`config.mk`:
```
export PLATFORM = sky130hd
export DESIGN_NAME = count_bcd_monitor
export DESIGN_NICKNAME = d
export VERILOG_FILES = /design/src/rtl/count_bcd_monitor.sv
export SDC_FILE = /design/constraint.sdc
export NUM_CORES = 1
export LEC_CHECK = 0
export BUFFER_PORTS_ARGS = -buffer_cell sky130_fd_sc_hd__buf_2
export CAP_MARGIN = 20
export CORE_UTILIZATION = 62
export DETAILED_ROUTE_END_ITERATION = 6
export GPL_TIMING_DRIVEN = 0
export PLACE_DENSITY = 0.83
export RECOVER_POWER = 25
export SETUP_SLACK_MARGIN = 0.05
export SLEW_MARGIN = 15
export SYNTH_ARGS = -nofsm -noshare
export SYNTH_HDL_FRONTEND = slang
export SYNTH_SLANG_ARGS = --single-unit
```
`constraint.sdc`:
```
create_clock -name clk -period 6.1 [get_ports clk]
set_clock_uncertainty 0.2 [all_clocks]
set_input_delay 0.915 -clock clk [delete_from_list [all_inputs] [get_ports clk]]
set_output_delay 0.915 -clock clk [all_outputs]
set_load 0.03 [all_outputs]
```
`src/rtl/count_bcd_monitor.sv`:
```
// count_bcd_monitor: BCD conversion, window check and lap tally for the 10..40 counter.
// Latency: BCD digits 9 edges after the capture edge; wrap pulses, lap_count and range_err 1 edge.
// Backpressure: none. count is sampled every cycle; changes during a conversion are
//               picked up after it finishes, so only the settled value is guaranteed.
//
// Ports:
//   clk        rising-edge clock
//   rst        synchronous, active-low reset
//   count      8-bit counter value, valid every cycle
//   load       counter load strobe, used only to mask wraps caused by a load
//   bcd_hund   hundreds digit (0..2) of the last converted value
//   bcd_tens   tens digit
//   bcd_ones   ones digit
//   bcd_valid  one-cycle pulse when the BCD digits update
//   wrap_up    one-cycle pulse on a natural HI -> LO step
//   wrap_dn    one-cycle pulse on a natural LO -> HI step
//   lap_count  up-wraps minus down-wraps, modulo 256
//   range_err  count was outside LO..HI on the previous edge
module count_bcd_monitor #(
    parameter logic [7:0] LO = 8'd10,
    parameter logic [7:0] HI = 8'd40
) (
    input  logic       clk,
    input  logic       rst,
    input  logic [7:0] count,
    input  logic       load,
    output logic [1:0] bcd_hund,
    output logic [3:0] bcd_tens,
    output logic [3:0] bcd_ones,
    output logic       bcd_valid,
    output logic       wrap_up,
    output logic       wrap_dn,
    output logic [7:0] lap_count,
    output logic       range_err
);

    // Converter states
    localparam logic [1:0] S_IDLE = 2'd0;
    localparam logic [1:0] S_CONV = 2'd1;
    localparam logic [1:0] S_DONE = 2'd2;

    // ------------------------------------------------------------------
    // State
    // ------------------------------------------------------------------
    logic [1:0]  state_q,    state_d;
    // Shift register layout: [19:16] hundreds, [15:12] tens, [11:8] ones,
    // [7:0] binary value still being shifted out.
    logic [19:0] shreg_q,    shreg_d;
    logic [2:0]  iter_q,     iter_d;
    logic [7:0]  last_cnt_q, last_cnt_d;
    logic        primed_q,   primed_d;

    logic [1:0]  hund_q,     hund_d;
    logic [3:0]  tens_q,     tens_d;
    logic [3:0]  ones_q,     ones_d;
    logic        valid_q,    valid_d;

    logic [7:0]  prev_q,     prev_d;
    logic        load_q,     load_d;
    logic        wrap_up_q,  wrap_up_d;
    logic        wrap_dn_q,  wrap_dn_d;
    logic [7:0]  lap_q,      lap_d;
    logic        range_q,    range_d;

    // ------------------------------------------------------------------
    // One double-dabble iteration: correct every BCD nibble that would
    // overflow past 9 once doubled, then shift the whole register left.
    // ------------------------------------------------------------------
    function automatic logic [19:0] dd_step(input logic [19:0] s);
        logic [19:0] t;
        t = s;
        for (int n = 0; n < 3; n++) begin
            if (t[8 + 4*n +: 4] >= 4'd5) begin
                t[8 + 4*n +: 4] = t[8 + 4*n +: 4] + 4'd3;
            end
        end
        return {t[18:0], 1'b0};
    endfunction

    // ------------------------------------------------------------------
    // Converter FSM
    // ------------------------------------------------------------------
    always_comb begin
        state_d    = state_q;
        shreg_d    = shreg_q;
        iter_d     = iter_q;
        last_cnt_d = last_cnt_q;
        primed_d   = primed_q;
        hund_d     = hund_q;
        tens_d     = tens_q;
        ones_d     = ones_q;
        valid_d    = 1'b0;

        case (state_q)
            S_IDLE: begin
                // The first edge after reset always converts, even if
                // count happens to equal the cleared last_cnt.
                if (!primed_q || (count != last_cnt_q)) begin
                    shreg_d    = {12'b0, count};
                    last_cnt_d = count;
                    primed_d   = 1'b1;
                    iter_d     = 3'd0;
                    state_d    = S_CONV;
                end
            end
            S_CONV: begin
                shreg_d = dd_step(shreg_q);
                iter_d  = iter_q + 3'd1;
                if (iter_q == 3'd7) begin
                    state_d = S_DONE;
                end
            end
            S_DONE: begin
                // 8-bit input tops out at 255, so only two hundreds bits matter.
                hund_d  = shreg_q[17:16];
                tens_d  = shreg_q[15:12];
                ones_d  = shreg_q[11:8];
                valid_d = 1'b1;
                state_d = S_IDLE;
            end
            default: begin
                state_d = S_IDLE;
            end
        endcase
    end

    // ------------------------------------------------------------------
    // Wrap detection, lap tally, range flag
    // ------------------------------------------------------------------
    always_comb begin
        prev_d    = count;
        load_d    = load;
        // load_q masks the edge right after a load: the counter jumped
        // because it was loaded, not because it counted through a bound.
        wrap_up_d = (prev_q == HI) && (count == LO) && !load_q;
        wrap_dn_d = (prev_q == LO) && (count == HI) && !load_q;
        lap_d     = lap_q;
        if (wrap_up_d) begin
            lap_d = lap_q + 8'd1;
        end else if (wrap_dn_d) begin
            lap_d = lap_q - 8'd1;
        end
        range_d   = (count < LO) || (count > HI);
    end

    // ------------------------------------------------------------------
    // Registers
    // ------------------------------------------------------------------
    always_ff @(posedge clk) begin
        if (!rst) begin
            state_q    <= S_IDLE;
            shreg_q    <= '0;
            iter_q     <= '0;
            last_cnt_q <= '0;
            primed_q   <= 1'b0;
            hund_q     <= '0;
            tens_q     <= '0;
            ones_q     <= '0;
            valid_q    <= 1'b0;
            prev_q     <= '0;
            load_q     <= 1'b0;
            wrap_up_q  <= 1'b0;
            wrap_dn_q  <= 1'b0;
            lap_q      <= '0;
            range_q    <= 1'b0;
        end else begin
            state_q    <= state_d;
            shreg_q    <= shreg_d;
            iter_q     <= iter_d;
            last_cnt_q <= last_cnt_d;
            primed_q   <= primed_d;
            hund_q     <= hund_d;
            tens_q     <= tens_d;
            ones_q     <= ones_d;
            valid_q    <= valid_d;
            prev_q     <= prev_d;
            load_q     <= load_d;
            wrap_up_q  <= wrap_up_d;
            wrap_dn_q  <= wrap_dn_d;
            lap_q      <= lap_d;
            range_q    <= range_d;
        end
    end

    // ------------------------------------------------------------------
    // Outputs
    // ------------------------------------------------------------------
    assign bcd_hund  = hund_q;
    assign bcd_tens  = tens_q;
    assign bcd_ones  = ones_q;
    assign bcd_valid = valid_q;
    assign wrap_up   = wrap_up_q;
    assign wrap_dn   = wrap_dn_q;
    assign lap_count = lap_q;
    assign range_err = range_q;

endmodule

```
==> results_dict.tcl <==
set metrics [dict create \
    clockBufferDepth 2 \
    cap_violations 0 \
    cts_buffers 9 \
    io_buffers 27 \
    placementRows 26 \
    io-pin-count 33 \
    drive_above_1_share 0.1461 \
    status "finished, final reports clean" \
    holdCritPathClass "flop to flop" \
    fmax_mhz 268.6 \
    hp-start "shreg_q[6]$_SDFFE_PN0P_" \
    syn-num-nets 381 \
    final_common_cell "dfxtp_1" \
    finalSetupViolations 0 \
    root_buffer "clkbuf_8" \
    viasPerCell 5.730 \
    ctsHoldBuffers 0 \
    first_pass_iters 5 \
    post-route-min-period_ns 3.723 \
    final_cell_mix "dfxtp_1 (65), nand2_1 (49), buf_2 (22), clkbuf_1 (19), a21boi_0 (18)" \
    cp-start-kind "primary input" \
    finalCritPeriodShare 0.6103 \
    fin_nets 419 \
    crit_fanout 9 \
    ys.warnings.count 0 \
    wl_mm 6.934 \
    tns_ns 0 \
    insertedDiodeCount 0 \
    rsz0062_at_grt "no" \
    finalMaxSlewViolations 0 \
    worst_ep_required_time_ns 6.18 \
    synthArstFlopShare 0 \
    crit_slowest_cell "nor4b_1" \
    r2r-start "prev_q[4]$_SDFF_PN0_" \
    start_util 0.6436 \
    grt_overflow 0 \
    syn_inst 354 \
    path_buf_inv 1 \
    irDropWorstVdd_uv 160.3 \
    synthDistinctLibCells 52 \
    slowest_delay_ns 0.52 \
    synth-seq-cells 65 \
    htreeDepth 3 \
    drtIter0Drc 222 \
    path_common_cell "mux2i_1" \
    yosysTopAreaCellShare 0.3959 \
    synth_edf_count 0 \
    postCtsResizedCells 0 \
    routedWlPerCell_um 14.85 \
    grt_pass1_vias 2471 \
    areaGrowthSynthToFinish_pct 12.71 \
    die_area_mm2 0.005597 \
    holdPathStages 2 \
    tightest_slew_ns 0.5189 \
    yosysSeqAreaShare 0.3959 \
    r2r_slack_ns 2.87 \
    holdWs_ns 0.2569 \
    powerDensity_mw_per_mm2 245.7 \
    syn_area_mm2 0.003287 \
    nFillCells 404 \
    cp.arrival_ns 3.80 \
    clock_sinks 65 \
    path_delay_family "simple AND/OR/NAND/NOR gates" \
    fin_util 0.7254 \
    die_y_um 74.81 \
    rr_endpoint "lap_count[7]$_SDFFE_PN0P_" \
    drc 0 \
    rr_worst_depth 9 \
    endpoint_kind "flop" \
    yosys-top-cells-area "dfxtp_1 (40%), ha_1 (5.7%), nand2_1 (5.6%)" \
    via_count 2676 \
    track_usage 0.2659 \
    clk_latency_ns 0.35 \
    cts.clk_slew.worst_paths_ns 0.07 \
    grt_max_degree 14 \
    avgSynthCellArea_um2 9.285 \
    cts_setup_buffers 0 \
    yosys.area.top_type "dfxtp_1" \
    final_hold_viol_count 0 \
    min_to "shreg_q[6]$_SDFFE_PN0P_" \
    gp_congestion 0.8834 \
    crit_type "primary input to flop" \
    detail-route-antenna-nets 0 \
    grt_pass1_wl_mm 11.06 \
    crit_path_cell_trace "clkbuf_1, nor4b_1, nand3_1, or2_2, ha_1, a21o_1, a221oi_1, o21ai_0, mux2i_1, mux2i_1" \
    slew_headroom 0.6540 \
    die_x_um 74.81 \
    core_region_area_mm2 0.005107 \
    dp_hpwl_mm 4.897 \
    synth_flop_cell "dfxtp_1" \
    cts_tree "built" \
    antenna_found_initial 0 \
    leakage_nw 1.477 \
]
==> worst max-delay path by stage <==
stage             start                   endpoint  slack (ns)  cells after the start
2_1_floorplan  count[3]  lap_count[7]$_SDFFE_PN0P_        2.56                     10
3_3_place_gp   count[4]  lap_count[7]$_SDFFE_PN0P_        2.09                     10
3_5_place_dp   count[4]  lap_count[7]$_SDFFE_PN0P_        2.08                     10
4_1_cts        count[4]  lap_count[7]$_SDFFE_PN0P_        2.44                     10
5_1_grt        count[4]  lap_count[7]$_SDFFE_PN0P_        2.09                     10
6_report       count[4]  lap_count[7]$_SDFFE_PN0P_        2.38                     10
==> per-layer routing <==
metal  global-route usage  vias up  wire length, um
met4               0.1132        0               99
met1               0.3244     1274             3033
met2               0.4585       85             3435
li1                     -     1304                -
met5                    0        -                0
met3              0.05087       13              365
==> per-stage QoR <==
stage / power, W / setup WS (ns) / cells / area (um^2)
2_1_floorplan: 0.0005232 / 2.559 / 354 / 3287
3_3_place_gp: 0.0005423 / 2.092 / 451 / 3510
3_5_place_dp: 0.0005456 / 2.081 / 451 / 3510
4_1_cts: 0.0009109 / 2.441 / 467 / 3712
5_1_grt: 0.0009399 / 2.088 / 467 / 3705
6_report: 0.0009104 / 2.377 / 467 / 3705
==> cell type report <==
class                           count  area (um^2)  area share
Inverter                           10        37.54     0.01013
Clock buffer                        9        123.9     0.03343
Timing Repair Buffer               27        128.9     0.03479
Sequential cell                    65         1301      0.3512
Buffer                             21        131.4     0.03546
Tap cell                           70        87.58     0.02364
Clock inverter                      7        78.83     0.02128
Multi-Input combinational cell    258         1815      0.4900
==> power by group <==
part / internal (W) / switching [W]
combinational: 0.0000388 / 0.0000499
sequential: 0.000439 / 0.00000882
clock: 0.000192 / 0.000182
total: 0.000669 / 0.000241
==> sequential cells by signal, indices dropped and copies added (netlist names), 2 cells and up <==
name	flops
shreg_q	20
lap_count	8
last_cnt_q	8
prev_q	8
bcd_ones	4
bcd_tens	4
iter_q	3
bcd_hund	2
state_q	2
==> synth_stat cells, types with 2 or more instances <==
| cell type | count |
|---|---|
| a221oi_1 | 2 |
| clkbuf_1 | 13 |
| xnor2_4 | 2 |
| ha_1 | 15 |
| nor2_1 | 9 |
| a21boi_0 | 18 |
| nor3_1 | 3 |
| and3_1 | 2 |
| a21boi_1 | 5 |
| mux2i_1 | 11 |
| o21ai_0 | 16 |
| nand3_1 | 10 |
| a21o_1 | 2 |
| or2_2 | 2 |
| xor2_1 | 2 |
| nor4b_1 | 3 |
| xnor2_1 | 11 |
| a22oi_1 | 6 |
| o22ai_1 | 5 |
| buf_6 | 5 |
| and2_1 | 19 |
| o21a_1 | 4 |
| nand2_1 | 49 |
| dfxtp_1 | 65 |
| nand2b_1 | 5 |
| nor2b_1 | 16 |
| inv_1 | 10 |
| a21oi_1 | 13 |
| nor3b_1 | 2 |
| a2bb2oi_1 | 6 |
| o31a_1 | 2 |
==> worst reg2reg max path, cell delays in order, from the launching register on <==
cell and delay [ns]:
dfxtp_1 0.31, nor4b_1 0.46, nand3_1 0.25, or2_2 0.44, ha_1 0.35, a21o_1 0.18, a221oi_1 0.38, o21ai_0 0.20
mux2i_1 0.20, mux2i_1 0.18
==> kinds of logic (layout without fill, tap and decap cells) <==
| group | Yosys count | after routing | synth area share |
|---|---|---|---|
| flops | 65 | 65 | 0.3959 |
| buf+inv | 31 | 74 | 0.05177 |
| fa+ha+maj | 16 | 16 | 0.06319 |
| mux | 11 | 11 | 0.03350 |
| simple gates | 127 | 127 | 0.2040 |
| xor+xnor | 16 | 16 | 0.05634 |
| compound gates | 88 | 88 | 0.1953 |
Note: power is estimated with default switching activity, not from simulation.
